<file path="config.mk">
export PLATFORM = sky130hd
export DESIGN_NAME = noc_switch_allocator
export DESIGN_NICKNAME = d
export VERILOG_FILES = /design/src/rtl/noc_switch_allocator_pkg.sv /design/src/rtl/noc_switch_allocator_rr_arbiter.sv /design/src/rtl/noc_switch_allocator.sv
export SDC_FILE = /design/constraint.sdc
export NUM_CORES = 1
export LEC_CHECK = 0
export BUFFER_PORTS_ARGS = -buffer_cell sky130_fd_sc_hd__buf_4
export CORE_MARGIN = 2
export CORE_UTILIZATION = 46
export CTS_BUF_LIST = sky130_fd_sc_hd__clkbuf_2 sky130_fd_sc_hd__clkbuf_4 sky130_fd_sc_hd__clkbuf_8
export CTS_CLUSTER_SIZE = 20
export DETAILED_ROUTE_END_ITERATION = 7
export PLACE_DENSITY = 0.67
export SLEW_MARGIN = 30
export SYNTH_ARGS = -nofsm -noshare
export SYNTH_HDL_FRONTEND = slang
export SYNTH_SLANG_ARGS = --single-unit
</file>
<file path="constraint.sdc">
create_clock -name noc_clk -period 4.7 [get_ports noc_clk]
set_clock_uncertainty 0.2 [all_clocks]
set_input_delay 0.235 -clock noc_clk [delete_from_list [all_inputs] [get_ports noc_clk]]
set_output_delay 0.235 -clock noc_clk [all_outputs]
set_load 0.02 [all_outputs]
</file>
<file path="src/rtl/noc_switch_allocator_pkg.sv">
// Shared types and sizing helpers for the NoC output-port switch allocator.
// The round-robin arbiter is kept generic so the VC allocator can reuse it.
package noc_switch_allocator_pkg;

    localparam int Noc_VC_Channel      = 2;
    localparam int Noc_VC_Credit_Depth = 4;

    typedef enum logic {ALLOC_IDLE, ALLOC_LOCKED} noc_alloc_state_e;

    function automatic int credit_cnt_width(input int depth);
        return $clog2(depth + 1);
    endfunction

    function automatic int vc_index_width(input int channels);
        return (channels > 1) ? $clog2(channels) : 1;
    endfunction

endpackage

</file>
<file path="src/rtl/noc_switch_allocator_rr_arbiter.sv">
// Combinational round-robin arbiter: the first set request at or after i_ptr
// (wrapping modulo NUM_INPUTS) wins.
module noc_rr_arbiter #(
    parameter int NUM_INPUTS = 5,
    parameter int PTR_W      = (NUM_INPUTS > 1) ? $clog2(NUM_INPUTS) : 1
) (
    input  logic [NUM_INPUTS-1:0] i_req,
    input  logic [PTR_W-1:0]      i_ptr,
    output logic [NUM_INPUTS-1:0] o_onehot,
    output logic                  o_any
);

    localparam int SUM_W = PTR_W + 1;

    logic [SUM_W-1:0] w_idx;

    always_comb begin
        o_onehot = '0;
        o_any    = 1'b0;
        w_idx    = '0;
        for (int k = 0; k < NUM_INPUTS; k++) begin
            w_idx = {1'b0, i_ptr} + SUM_W'(k);
            if (w_idx >= SUM_W'(NUM_INPUTS)) begin
                w_idx = w_idx - SUM_W'(NUM_INPUTS);
            end
            if (!o_any && i_req[w_idx[PTR_W-1:0]]) begin
                o_onehot[w_idx[PTR_W-1:0]] = 1'b1;
                o_any                      = 1'b1;
            end
        end
    end

endmodule

</file>
<file path="src/rtl/noc_switch_allocator.sv">
// Per-output-port switch allocator: round-robin head-flit arbitration with
// wormhole locking, plus downstream per-VC credit tracking that gates send_en.
module noc_switch_allocator
    import noc_switch_allocator_pkg::*;
#(
    parameter int NUM_INPUTS   = 5,
    parameter int CHANNELS     = Noc_VC_Channel,
    parameter int CREDIT_DEPTH = Noc_VC_Credit_Depth,
    parameter int VC_W         = vc_index_width(CHANNELS),
    parameter int CNT_W        = credit_cnt_width(CREDIT_DEPTH)
) (
    input  logic                        noc_clk,
    input  logic                        noc_rst,
    input  logic [NUM_INPUTS-1:0]       req,
    input  logic [NUM_INPUTS-1:0]       req_sop,
    input  logic [NUM_INPUTS*VC_W-1:0]  req_vc,
    input  logic                        out_fire,
    input  logic                        out_eop,
    input  logic [CHANNELS-1:0]         credit_return,
    output logic [NUM_INPUTS-1:0]       grant,
    output logic [VC_W-1:0]             grant_vc,
    output logic                        send_en,
    output logic                        busy,
    output logic [CHANNELS*CNT_W-1:0]   credit_cnt,
    output logic                        credit_err
);

    localparam int              PTR_W = (NUM_INPUTS > 1) ? $clog2(NUM_INPUTS) : 1;
    localparam logic [CNT_W-1:0] FULL = CNT_W'(CREDIT_DEPTH);

    noc_alloc_state_e        r_state, w_state_next;
    logic [NUM_INPUTS-1:0]   r_grant, w_grant_next;
    logic [VC_W-1:0]         r_grant_vc, w_grant_vc_next;
    logic [PTR_W-1:0]        r_win_idx, w_win_idx_next;
    logic [PTR_W-1:0]        r_rr_ptr, w_rr_ptr_next;
    logic                    r_credit_err;

    logic [CHANNELS-1:0]     w_nonzero;
    logic [CHANNELS-1:0]     w_cred_err;
    logic [(1<<VC_W)-1:0]    w_has_credit;
    logic [NUM_INPUTS-1:0]   w_eligible;
    logic [NUM_INPUTS-1:0]   w_arb_onehot;
    logic                    w_arb_any;
    logic [PTR_W-1:0]        w_arb_idx;
    logic [VC_W-1:0]         w_arb_vc;
    logic                    w_busy;

    assign w_busy = (r_state == ALLOC_LOCKED);

    genvar gi;

    // Unused VC encodings (non power-of-two CHANNELS) never look creditworthy.
    for (gi = 0; gi < (1 << VC_W); gi++) begin : g_vc_pad
        if (gi < CHANNELS) begin : g_real
            assign w_has_credit[gi] = w_nonzero[gi];
        end else begin : g_pad
            assign w_has_credit[gi] = 1'b0;
        end
    end

    for (gi = 0; gi < NUM_INPUTS; gi++) begin : g_elig
        assign w_eligible[gi] = req[gi] & req_sop[gi] & w_has_credit[req_vc[gi*VC_W +: VC_W]];
    end

    noc_rr_arbiter #(
        .NUM_INPUTS (NUM_INPUTS),
        .PTR_W      (PTR_W)
    ) u_arb (
        .i_req    (w_eligible),
        .i_ptr    (r_rr_ptr),
        .o_onehot (w_arb_onehot),
        .o_any    (w_arb_any)
    );

    always_comb begin
        w_arb_idx = '0;
        w_arb_vc  = '0;
        for (int i = 0; i < NUM_INPUTS; i++) begin
            if (w_arb_onehot[i]) begin
                w_arb_idx = PTR_W'(i);
                w_arb_vc  = req_vc[i*VC_W +: VC_W];
            end
        end
    end

    always_comb begin
        w_state_next    = r_state;
        w_grant_next    = r_grant;
        w_grant_vc_next = r_grant_vc;
        w_win_idx_next  = r_win_idx;
        w_rr_ptr_next   = r_rr_ptr;
        case (r_state)
            ALLOC_IDLE: begin
                if (w_arb_any) begin
                    w_state_next    = ALLOC_LOCKED;
                    w_grant_next    = w_arb_onehot;
                    w_grant_vc_next = w_arb_vc;
                    w_win_idx_next  = w_arb_idx;
                end
            end
            ALLOC_LOCKED: begin
                // Only a transferred tail releases the lock; req dropping does not.
                if (out_fire && out_eop) begin
                    w_state_next  = ALLOC_IDLE;
                    w_grant_next  = '0;
                    w_rr_ptr_next = (r_win_idx == PTR_W'(NUM_INPUTS - 1)) ? '0 : r_win_idx + 1'b1;
                end
            end
            default: begin
                w_state_next = ALLOC_IDLE;
                w_grant_next = '0;
            end
        endcase
    end

    always_ff @(posedge noc_clk or posedge noc_rst) begin
        if (noc_rst) begin
            r_state    <= ALLOC_IDLE;
            r_grant    <= '0;
            r_grant_vc <= '0;
            r_win_idx  <= '0;
            r_rr_ptr   <= '0;
        end else begin
            r_state    <= w_state_next;
            r_grant    <= w_grant_next;
            r_grant_vc <= w_grant_vc_next;
            r_win_idx  <= w_win_idx_next;
            r_rr_ptr   <= w_rr_ptr_next;
        end
    end

    for (gi = 0; gi < CHANNELS; gi++) begin : g_credit
        logic             w_dec;
        logic             w_inc;
        logic [CNT_W-1:0] r_cnt;

        assign w_dec = out_fire & w_busy & (r_grant_vc == VC_W'(gi));
        assign w_inc = credit_return[gi];
        // Overflow and underflow are dropped rather than wrapped.
        assign w_cred_err[gi] = (w_inc & ~w_dec & (r_cnt == FULL)) |
                                (w_dec & ~w_inc & (r_cnt == '0));

        always_ff @(posedge noc_clk or posedge noc_rst) begin
            if (noc_rst) begin
                r_cnt <= FULL;
            end else if (w_inc && !w_dec && r_cnt != FULL) begin
                r_cnt <= r_cnt + 1'b1;
            end else if (w_dec && !w_inc && r_cnt != '0) begin
                r_cnt <= r_cnt - 1'b1;
            end
        end

        assign w_nonzero[gi]                  = (r_cnt != '0);
        assign credit_cnt[gi*CNT_W +: CNT_W] = r_cnt;
    end

    always_ff @(posedge noc_clk or posedge noc_rst) begin
        if (noc_rst) begin
            r_credit_err <= 1'b0;
        end else if ((|w_cred_err) || (out_fire && !w_busy)) begin
            r_credit_err <= 1'b1;
        end
    end

    assign grant      = r_grant;
    assign grant_vc   = r_grant_vc;
    assign busy       = w_busy;
    assign send_en    = w_busy & w_has_credit[r_grant_vc];
    assign credit_err = r_credit_err;

    a_grant_onehot0: assert property (@(posedge noc_clk) disable iff (noc_rst) $onehot0(grant));
    a_fire_needs_send: assert property (@(posedge noc_clk) disable iff (noc_rst) out_fire |-> send_en);

endmodule

</file>
==> results of run 1 <==
[flip-flops by register name, indices dropped and copies added, names as in the netlist]
register	cells
busy	1
r_rr_ptr	3
credit_err	1
g_credit.r_cnt	6
r_win_idx	3
grant_vc	1
grant	5
[routing by layer]
layer  global-route usage, %  vias up  share of wire, %
li1                        -     1261                 -
met1                    32.5     1204                46
met2                    37.7       90                48
met3                    2.12       10               4.5
met4                    6.25        0               1.5
met5                       0        -                 0
[cells by family (layout without fill, tap and decap cells)]
family                     after synthesis  in the layout  share of synthesized area (%)
and+or+nand+nor                        129            129                           29.6
AOI/OAI and AO/OA                      109            109                           31.8
buffers and inverters                   29             58                           5.67
DFF                                     20             20                           20.5
adders and majority gates               13             13                           7.56
muxes                                    8              8                           3.42
xor gates and xnor gates                 4              4                           1.43
[worst paths after layout]
| check | from | to | cells after the start |
|---|---|---|---|
| min reg2reg | r_rr_ptr[2]$_DFFE_PP0P_ | r_rr_ptr[2]$_DFFE_PP0P_ | 2 |
| max reg2reg | r_rr_ptr[1]$_DFFE_PP0P_ | grant_vc$_DFFE_PP0P_ | 12 |
| min | req_vc[3] | grant_vc$_DFFE_PP0P_ | 3 |
| min in group asynchronous | noc_rst | g_credit[1].r_cnt[1]$_DFFE_PP0P_ | 3 |
| max in group asynchronous | noc_rst | r_rr_ptr[1]$_DFFE_PP0P_ | 3 |
| max | r_rr_ptr[1]$_DFFE_PP0P_ | grant_vc$_DFFE_PP0P_ | 12 |
[tightest hold or removal path: stages]
cell      delay, ps
buf_4           120
nand2b_1         70
a31oi_1          80
[Yosys cell counts (all sizes together), types with 8 or more instances]
| cell type | n |
|---|---|
| ha | 10 |
| nor2b | 8 |
| nand2 | 16 |
| o21ai | 23 |
| o22ai | 8 |
| buf | 8 |
| inv | 16 |
| dfrtp | 18 |
| nand3 | 21 |
| nor2 | 29 |
| nor3 | 11 |
| a21oi | 17 |
[final cells by class]
class	count	area share (%)
Tap cell	70	3.12
Sequential cell	20	17.9
Timing Repair Buffer	38	10.3
Inverter	16	2.23
Clock buffer	4	1.96
Multi-Input combinational cell	263	64.5
[metrics by stage]
| step | hold WS [ps] | setup slack (ps) | std cells | utilization (%) |
|---|---|---|---|---|
| final | 70.1 | 677 | 411 | 54.9 |
| after global routing | 101 | 485 | 411 | 54.9 |
| after CTS | 66.9 | 742 | 411 | 54.9 |
| after detailed placement | 242 | 789 | 406 | 53.6 |
| after global placement | 230 | 888 | 406 | 53.6 |
| after floorplan | -2.65 | 1130 | 312 | - |
[report_power, final]
group / leakage [nW] / total, mW / internal [mW] / switching [mW]
logic: 0.912 / 1.96 / 0.761 / 1.20
registers: 0.241 / 0.366 / 0.249 / 0.116
clock network: 0.0288 / 0.134 / 0.0746 / 0.0591
total: 1.18 / 2.46 / 1.08 / 1.38
[timing repair]
action / 4_1_cts / 5_1_grt
buffers inserted: 0 / 0
hold endpoints to repair: 18 / 0
hold buffers: 1 / 0
==> run_results.csv, run 1 <==
group,metric,value,unit
die,initial_core_util,48.0,%
clocking,cts_tree,"yes",
grt,grt_overflow_total,0,
drt,detail_route.wirelength,6850,um
setup_path,slowest_delay,600,ps
placed_design,dpl_cell_area,2740,um^2
worst_hold_path,hold_class,"primary input to flop",
synth,yosys.cell_types.count,73,
grt,antenna_found_initial,0,
sta,fmaxAchievable,249,MHz
synth,synth.top_cell.area_share,18.4,%
final_layout,n_antenna_cell,0,
synth,syn-num-nets,346,
clocking,ctsResizeCount,0,
sta,fin_crit_sh,85.6,%
sta,relSlewSlack,45.7,%
sta,setup_viol,0,
drt,drtAntennaViolNets,0,
sta,drv_slew,0,
pwr,finalPower,2.46,mW
final_layout,final_area,2800,um^2
clocking,clkTransAtPathRegs,80,ps
setup_path,ff2ff_setup_slack,680,ps
run,cap_violations,0,
die,io_pins,36,
synth,synth_top_area_cell,"dfrtp_1",
grt,grt_max_degree,29,
drt,drt-pass1-iter-count,4,
clocking,cts_max_level,1,
setup_path,critical_path_arrival,4010,ps
final_layout,drive_gt1_share,18.2,%
synth,ys.flop_type,"dfrtp_1",
final_layout,seq_area,503,um^2
synth,ys_ff_latch,20,
final_layout,num-nets-final,376,
setup_path,cpLargestDelayFamily,"simple AND/OR/NAND/NOR gates",
placed_design,io_buffers,35,
setup_path,critPathBufInv,1,
clocking,cts_root_buffer,"clkbuf_8",
synth,ys_seq_area_share,20.5,%
synth,netlist_instances,312,
sta,period_minus_slack,4020,ps
synth,synth.avg_cell_area,7.85,um^2
final_layout,final_cell_mix,"buf_4, nor2_1, nand3_1, o21ai_0, dfrtp_1",
placed_design,gp_congestion,0.965,
outcome,status,"completed",
setup_path,start_kind,"flop",
grt,grt_pass1_wl,11300,um
final_layout,layout_commonest_cell,"buf_4",
setup_path,worstSetupPathType,"flop to flop",
grt,grt_pass1_vias,2377,
synth,synth.area.top_cells,"dfrtp_1, ha_1, nor2_1",
drt,wl_per_cell,16.7,um
pwr,static-leakage-power,1.18,nW
sta,rsz0062_at_grt,"no",
setup_path,crit_top_cell,"ha_1",
setup_path,cp.required,4690,ps
grt,grt_use_total,23.0,%
synth,synthArstFlopShare,100,%
clocking,numCtsBuffers,3,
final_layout,area_growth_syn_to_layout,14.5,%
drt,drtIter0Drc,139,
pwr,powerDensity,878,nW/um^2
setup_path,slowest_stage,"ha_1",
placed_design,hpwl,5240,um
die,fp.dieH,77.0,um
die,chipWidth,77.0,um
setup_path,end_kind,"flop",
clocking,clk-insertion-delay-late,260,ps
sta,hold_viol,0,
die,rows,26,
final_layout,multi_input_area,1810,um^2
setup_path,crit_chain,"inv_2, ha_1, ha_1, a211oi_1, or3_4, a221o_1, a21oi_4, nand4_4, or3_1, or2_0, o211a_1, a31oi_1",
drt,drc,0,
sta,setup_tns,0,ps
synth,synth_edf_count,0,
synth,synth_area,2450,um^2
die,coreArea,5110,um^2
drt,num_vias,2565,
clocking,clock_path_buffers,2,
drt,vias_per_cell,6.24,
synth,yosysWarnings,0,
setup_path,critPathMaxFanout,16,
clocking,cts.sinks,20,
die,dieArea,5930,um^2
sta,tightestPinTransition,815,ps
final_layout,fillers,514,
pwr,vdd_drop_max,0.336,mV
No activity file was read; power rests on OpenSTA's default activity.
==> run 2, diff against run 1 <==
--- a/config.mk
+++ b/config.mk
@@ -5,13 +5,13 @@
 export SDC_FILE = /design/constraint.sdc
 export NUM_CORES = 1
 export LEC_CHECK = 0
-export BUFFER_PORTS_ARGS = -buffer_cell sky130_fd_sc_hd__buf_4
+export BUFFER_PORTS_ARGS = -buffer_cell sky130_fd_sc_hd__buf_2
 export CORE_MARGIN = 2
-export CORE_UTILIZATION = 46
+export CORE_UTILIZATION = 54
 export CTS_BUF_LIST = sky130_fd_sc_hd__clkbuf_2 sky130_fd_sc_hd__clkbuf_4 sky130_fd_sc_hd__clkbuf_8
 export CTS_CLUSTER_SIZE = 20
 export DETAILED_ROUTE_END_ITERATION = 7
-export PLACE_DENSITY = 0.67
+export PLACE_DENSITY = 0.79
 export SLEW_MARGIN = 30
 export SYNTH_ARGS = -nofsm -noshare
 export SYNTH_HDL_FRONTEND = slang
==> constraint.sdc (replaced) <==
create_clock -name noc_clk -period 3.3 [get_ports noc_clk]
set_clock_uncertainty 0.2 [all_clocks]
set_input_delay 0.165 -clock noc_clk [delete_from_list [all_inputs] [get_ports noc_clk]]
set_output_delay 0.165 -clock noc_clk [all_outputs]
set_load 0.02 [all_outputs]
==> run 2 against run 1 <==
  * The flow now finishes with violations (setup timing)
  * Sequential share of layout area down 3.2 points
  * Clock-buffer cell count shrank 1
  * Register-to-register slack worse by 760 ps
  * Die area decreased by 14%
  * Wire length is 20% higher
  * Global-route usage increased by 6.8 points
  * Non-clock buffer count up 59
  * Utilization grew 24 points
==> run_results.csv, run 2 (synthesis results as in run 1) <==
group,metric,value,unit
setup_path,worstSetupPathType,"flop to flop",
die,coreArea,4350,um^2
sta,relSlewSlack,50.1,%
final_layout,area_growth_syn_to_layout,39.8,%
sta,fin_crit_sh,102,%
final_layout,drive_gt1_share,40.0,%
setup_path,ff2ff_path_depth,13,
final_layout,multi_input_area,2080,um^2
final_layout,final_cell_mix,"buf_4, buf_2, nor2_1, nand3_1, dfrtp_1",
grt,grt_overflow_total,0,
sta,setup_tns,-145,ps
setup_path,ff2ff_setup_slack,-80,ps
drt,drt-pass1-iter-count,5,
final_layout,largest_reg_flops,6,
sta,period_minus_slack,3380,ps
sta,fmaxAchievable,296,MHz
final_layout,regMostFlops,"g_credit.r_cnt",
worst_hold_path,holdPathStages,3,
final_layout,seq_area,504,um^2
grt,grt_pass1_vias,2636,
clocking,cts_max_level,1,
setup_path,critical_path_arrival,3370,ps
setup_path,reg2reg_to,"grant_vc$_DFFE_PP0P_",
sta,finalWorstSetupSlack,-79.4,ps
clocking,clock_path_buffers,2,
setup_path,rr_startpoint,"r_rr_ptr[1]$_DFFE_PP0P_",
drt,drtIter0Drc,299,
sta,drv_slew,0,
clocking,cts.sinks,20,
sta,tightestPinTransition,748,ps
drt,drc,0,
die,fp.dieH,71.4,um
placed_design,place_ws,-125,ps
placed_design,gp_congestion,0.910,
run,cap_violations,0,
grt,grt_use_total,29.8,%
sta,hold_viol,0,
grt,grt_max_degree,21,
die,rows,24,
final_layout,fillers,276,
setup_path,start_kind,"flop",
grt,antenna_found_initial,0,
die,io_pins,36,
final_layout,layout_commonest_cell,"buf_4",
outcome,violations,"setup timing",
clocking,clkTransAtPathRegs,80,ps
setup_path,end_kind,"flop",
worst_hold_path,hold_class,"primary input to flop",
sta,setup_viol,4,
drt,wl_met1,3260,um
sta,rsz0062_at_grt,"yes",
placed_design,io_buffers,35,
placed_design,hpwl,5750,um
drt,num_vias,2975,
grt,grt_pass1_wl,12300,um
drt,top_layer_used,"met4",
setup_path,crit_path_end,"grant_vc$_DFFE_PP0P_",
final_layout,n_antenna_cell,0,
clocking,cts_root_buffer,"clkbuf_8",
die,initial_core_util,56.3,%
drt,detail_route.wirelength,8190,um
final_layout,post-route-util,78.7,%
drt,wl_met2,3990,um
setup_path,critPathMaxFanout,7,
drt,vias_per_cell,6.58,
setup_path,cp-startpoint,"r_rr_ptr[1]$_DFFE_PP0P_",
setup_path,cp.required,3290,ps
outcome,status,"complete, but fails checks",
final_layout,num-nets-final,435,
clocking,clk-insertion-delay-late,270,ps
clocking,cts_tree,"yes",
die,chipWidth,71.4,um
drt,wl_per_cell,18.1,um
clocking,numCtsBuffers,3,
drt,drtAntennaViolNets,0,
drt,routed-wl-met3,663,um
die,dieArea,5090,um^2
-- run 2: cell types whose count changed in the layout (fill, tap and decap cells not counted), sizes merged --
cell	before	now
clkbuf	4	3
bufinv	0	1
buf	37	96
-- run 2: cell type report --
type	count	area share, %
multi-input combinational	263	60.6
timing repair buffer	97	18.9
sequential	20	14.7
tap	52	1.90
inverter	16	1.83
clock buffer	3	1.21
clock inverter	1	0.877
-- run 2: critical path, cell delays in order, from the launching register on --
cell      delay, ps
dfrtp_1         430
buf_4           200
ha_4            200
buf_4           170
a221oi_4        250
buf_4           170
a21oi_2          70
a21oi_1         240
o32a_1          320
nand4_4         160
or3_4           400
or2_1           220
o211a_1         130
a31oi_1         140
-- run 2: how the worst min path moves through the flow --
stage / startpoint / to / slack (ps)
finish: req_vc[3] / grant_vc$_DFFE_PP0P_ / 20
global route: req_vc[3] / grant_vc$_DFFE_PP0P_ / 30
CTS: req_vc[3] / grant_vc$_DFFE_PP0P_ / 10
detailed placement: noc_rst / g_credit[0].r_cnt[1]$_DFFE_PP0P_ / 130
global placement: noc_rst / g_credit[0].r_cnt[1]$_DFFE_PP0P_ / 130
floorplan: noc_rst / busy$_DFF_PP0_ / -70
-- run 2: timing repair --
| item | in CTS | in global routing |
|---|---|---|
| endpoints found under the hold margin | 18 | 0 |
| hold buffers | 1 | 0 |
| endpoints found under the setup margin | 4 | 8 |
| resized for setup | 11 | 35 |
| setup buffers | 4 | 4 |
| pin swaps | 7 | 10 |
| cloned | 0 | 0 |
-- run 2: per-layer routing --
layer,GRT usage [%],vias to the layer above
li1,-,1374
met1,40.4,1402
met2,50.6,164
met3,4.08,35
met4,7.13,0
met5,0,-
-- run 2: metrics by stage --
step                instances  hold slack (ps)  instance area, um^2
floorplan                 312            -72.7                 2510
global placement          439              127                 3070
detailed placement        439              132                 3070
CTS                       448             10.6                 3230
global route              452             26.4                 3430
finish                    452             21.0                 3430
Power of run 2 is left out: the tool's default activity adds up to more than one toggle a clock period on the data nets, which glitch-free logic cannot reach.
==> run 3, diff against run 2 <==
--- a/config.mk
+++ b/config.mk
@@ -5,13 +5,13 @@
 export SDC_FILE = /design/constraint.sdc
 export NUM_CORES = 1
 export LEC_CHECK = 0
+export ABC_AREA = 1
 export BUFFER_PORTS_ARGS = -buffer_cell sky130_fd_sc_hd__buf_2
 export CORE_MARGIN = 2
-export CORE_UTILIZATION = 54
+export CORE_UTILIZATION = 40
 export CTS_BUF_LIST = sky130_fd_sc_hd__clkbuf_2 sky130_fd_sc_hd__clkbuf_4 sky130_fd_sc_hd__clkbuf_8
 export CTS_CLUSTER_SIZE = 20
 export DETAILED_ROUTE_END_ITERATION = 7
-export PLACE_DENSITY = 0.79
 export SLEW_MARGIN = 30
 export SYNTH_ARGS = -nofsm -noshare
 export SYNTH_HDL_FRONTEND = slang
==> constraint.sdc (replaced) <==
create_clock -name noc_clk -period 3.1 [get_ports noc_clk]
set_clock_uncertainty 0.2 [all_clocks]
set_input_delay 0.155 -clock noc_clk [delete_from_list [all_inputs] [get_ports noc_clk]]
set_output_delay 0.155 -clock noc_clk [all_outputs]
set_load 0.02 [all_outputs]
==> run 3 against run 2 <==
  * The flow now finishes without violations
  * Final area is 11% lower
  * Non-clock buffer count is 38 lower
  * Sequential share of layout area is 1.8 points higher
  * Utilization is 27 points lower
  * Hold slack worse by 13 ps
  * Via count is 6.6% lower
  * Critical path depth is 10 higher
  * Final cell count is 19% higher
  * Register-to-register slack better by 220 ps
  * Critical endpoint unchanged
  * Largest cell class unchanged
==> run_results.csv, run 3 <==
group,metric,value,unit
placed_design,io_buffers,35,
die,io_pins,36,
sta,relSlewSlack,48.1,%
sta,fmaxAchievable,338,MHz
synth,synth_area,2410,um^2
final_layout,drive_gt1_share,29.7,%
drt,wl_per_cell,13.1,um
setup_path,worstSetupPathType,"flop to flop",
drt,drt-pass1-iter-count,4,
synth,syn-num-nets,436,
grt,grt_max_degree,21,
final_layout,n_antenna_cell,0,
die,dieArea,6670,um^2
final_layout,final_area,3060,um^2
worst_hold_path,hold_class,"primary input to flop",
drt,drtAntennaViolNets,0,
final_layout,area_growth_syn_to_layout,26.9,%
outcome,status,"completed",
grt,grt_pass1_wl,11500,um
setup_path,end_kind,"flop",
setup_path,start_kind,"flop",
placed_design,gp_congestion,0.906,
sta,period_minus_slack,2960,ps
sta,fin_crit_sh,95.4,%
grt,grt_overflow_total,0,
setup_path,cp.required,3050,ps
sta,tightestPinTransition,778,ps
clocking,cts.sinks,20,
placed_design,hpwl,5580,um
clocking,cts_root_buffer,"clkbuf_8",
final_layout,regMostFlops,"g_credit.r_cnt",
sta,hold_viol,0,
run,cap_violations,0,
synth,synthMuxAreaShare,1.81,%
synth,synth_top_family_by_area,"simple AND/OR/NAND/NOR gates",
final_layout,final_cell_mix,"nand2_1, nand3_1, inv_1, buf_2, nor2_1",
synth,ys.flop_type,"dfrtp_1",
synth,synthArstFlopShare,100,%
synth,synth-simple-area-share,51.6,%
clocking,cts_max_level,1,
die,chipWidth,81.7,um
die,coreArea,5890,um^2
sta,rsz0062_at_grt,"yes",
synth,synth_common_cells,"nand2_1, nand3_1, nor2_1, inv_1, dfrtp_1",
grt,grt_pass1_vias,2558,
final_layout,layout_commonest_cell,"nand2_1",
final_layout,largest_reg_flops,6,
synth,synth.area.top_cells,"nand2_1, dfrtp_1, nand3_1",
die,rows,28,
clocking,clock_path_buffers,2,
drt,vias_per_cell,5.19,
setup_path,critical_path_arrival,2910,ps
die,initial_core_util,41.0,%
drt,num_vias,2780,
placed_design,place_ws,17.8,ps
setup_path,critPathMaxFanout,4,
synth,synth.avg_cell_area,6.00,um^2
grt,grt_use_total,21.8,%
final_layout,num-nets-final,496,
clocking,numCtsBuffers,3,
synth,synth_edf_count,0,
synth,synth_top_area_cell,"nand2_1",
synth,yosysWarnings,0,
synth,synthXorXnorAreaFrac,3.94,%
synth,netlist_instances,402,
clocking,clk-insertion-delay-late,260,ps
clocking,clkTransAtPathRegs,70,ps
synth,ys_ff_latch,20,
clocking,cts_tree,"yes",
drt,drc,0,
sta,setup_viol,0,
drt,drtIter0Drc,135,
sta,finalWorstSetupSlack,143,ps
synth,synth_compound_area_share,5.18,%
grt,antenna_found_initial,0,
sta,setup_tns,0,ps
final_layout,post-route-util,52.0,%
synth,synthAdderAreaFrac,7.67,%
synth,ys_seq_area_share,20.8,%
sta,drv_slew,0,
synth,yosys.cell_types.count,34,
synth,synth.top_cell.area_share,23.0,%
placed_design,dpl_cell_area,2780,um^2
drt,detail_route.wirelength,7010,um
synth,yosysMostFrequentCell,"nand2_1",
die,fp.dieH,81.7,um
final_layout,fillers,627,
run 3: cell types whose count changed in the layout (fill, tap and decap cells not counted), sizes merged, moves of 13 or more:
cell   before  now
nor2       29   51
o21ai      23   10
nand3      21   52
nand2      16  155
buf        96   58
inv        16   48
run 3: area by class of cell:
cell class | instances | area (um^2) | area share [%]
Inverter | 48 | 180 | 5.88
Multi-Input combinational cell | 330 | 1860 | 60.8
Timing Repair Buffer | 59 | 374 | 12.2
Sequential cell | 20 | 504 | 16.5
Clock buffer | 4 | 48.8 | 1.59
Tap cell | 75 | 93.8 | 3.06
run 3: metrics by stage:
| stage | cells | hold WS (ps) |
|---|---|---|
| after detailed placement | 524 | 141 |
| after CTS | 529 | 1.07 |
| final | 536 | 7.51 |
| after global routing | 536 | 39.3 |
| after global placement | 524 | 139 |
| after floorplan | 402 | -82.7 |
run 3: metal layers:
layer | part of all wire [%] | vias up | GRT usage (%)
met1 | 47 | 1289 | 30.4
li1 | - | 1402 | -
met4 | 2.7 | 0 | 7.67
met2 | 46 | 73 | 35.8
met5 | 0 | - | 0
met3 | 4.1 | 16 | 1.43
run 3: cells by family (layout without fill, tap and decap cells):
family / count (synthesis) / count (layout)
flops: 20 / 20
compound gates: 22 / 22
fa+ha+maj: 13 / 13
mux: 4 / 4
buf+inv: 52 / 111
xor+xnor: 10 / 10
simple gates: 281 / 281
run 3: final timing paths:
path / from / end / slack (ps) / cells past startpoint
max: r_rr_ptr[1]$_DFFE_PP0P_ / grant_vc$_DFFE_PP0P_ / 140 / 23
min: out_fire / credit_err$_DFFE_PP0P_ / 8 / 3
max reg2reg: r_rr_ptr[1]$_DFFE_PP0P_ / grant_vc$_DFFE_PP0P_ / 140 / 23
min reg2reg: grant[4]$_DFFE_PP0P_ / grant[4]$_DFFE_PP0P_ / 300 / 2
max in group asynchronous: noc_rst / r_rr_ptr[2]$_DFFE_PP0P_ / 1790 / 3
min in group asynchronous: noc_rst / grant[1]$_DFFE_PP0P_ / 380 / 3
run 3: critical path: stages, from the launching register on:
cell     delay, ps
dfrtp_1        380
buf_6          130
ha_4           130
inv_2           40
fa_2           370
inv_2           80
buf_4          130
nand3_2         80
nand2_2        110
nor2_4          50
nand3_2         60
nand2_1         60
nor2_1         110
nand2_1        100
nand3_2        130
nor2_2          40
nor2_1         110
nand2_1         80
nor2_2         130
nand2_1         70
nor2_1         100
nand2_1         60
nand2_1         50
nand2_1         40
run 3: repair_timing:
| action | in CTS | in global routing |
|---|---|---|
| setup buffers | 0 | 7 |
| pin swaps | 0 | 22 |
| hold buffers | 1 | 0 |
| endpoints found under the hold margin | 18 | 0 |
| gates resized for setup | 1 | 51 |
| gates cloned | 0 | 0 |
| setup endpoints to repair | 1 | 9 |
Power of run 3 is left out for the same reason.
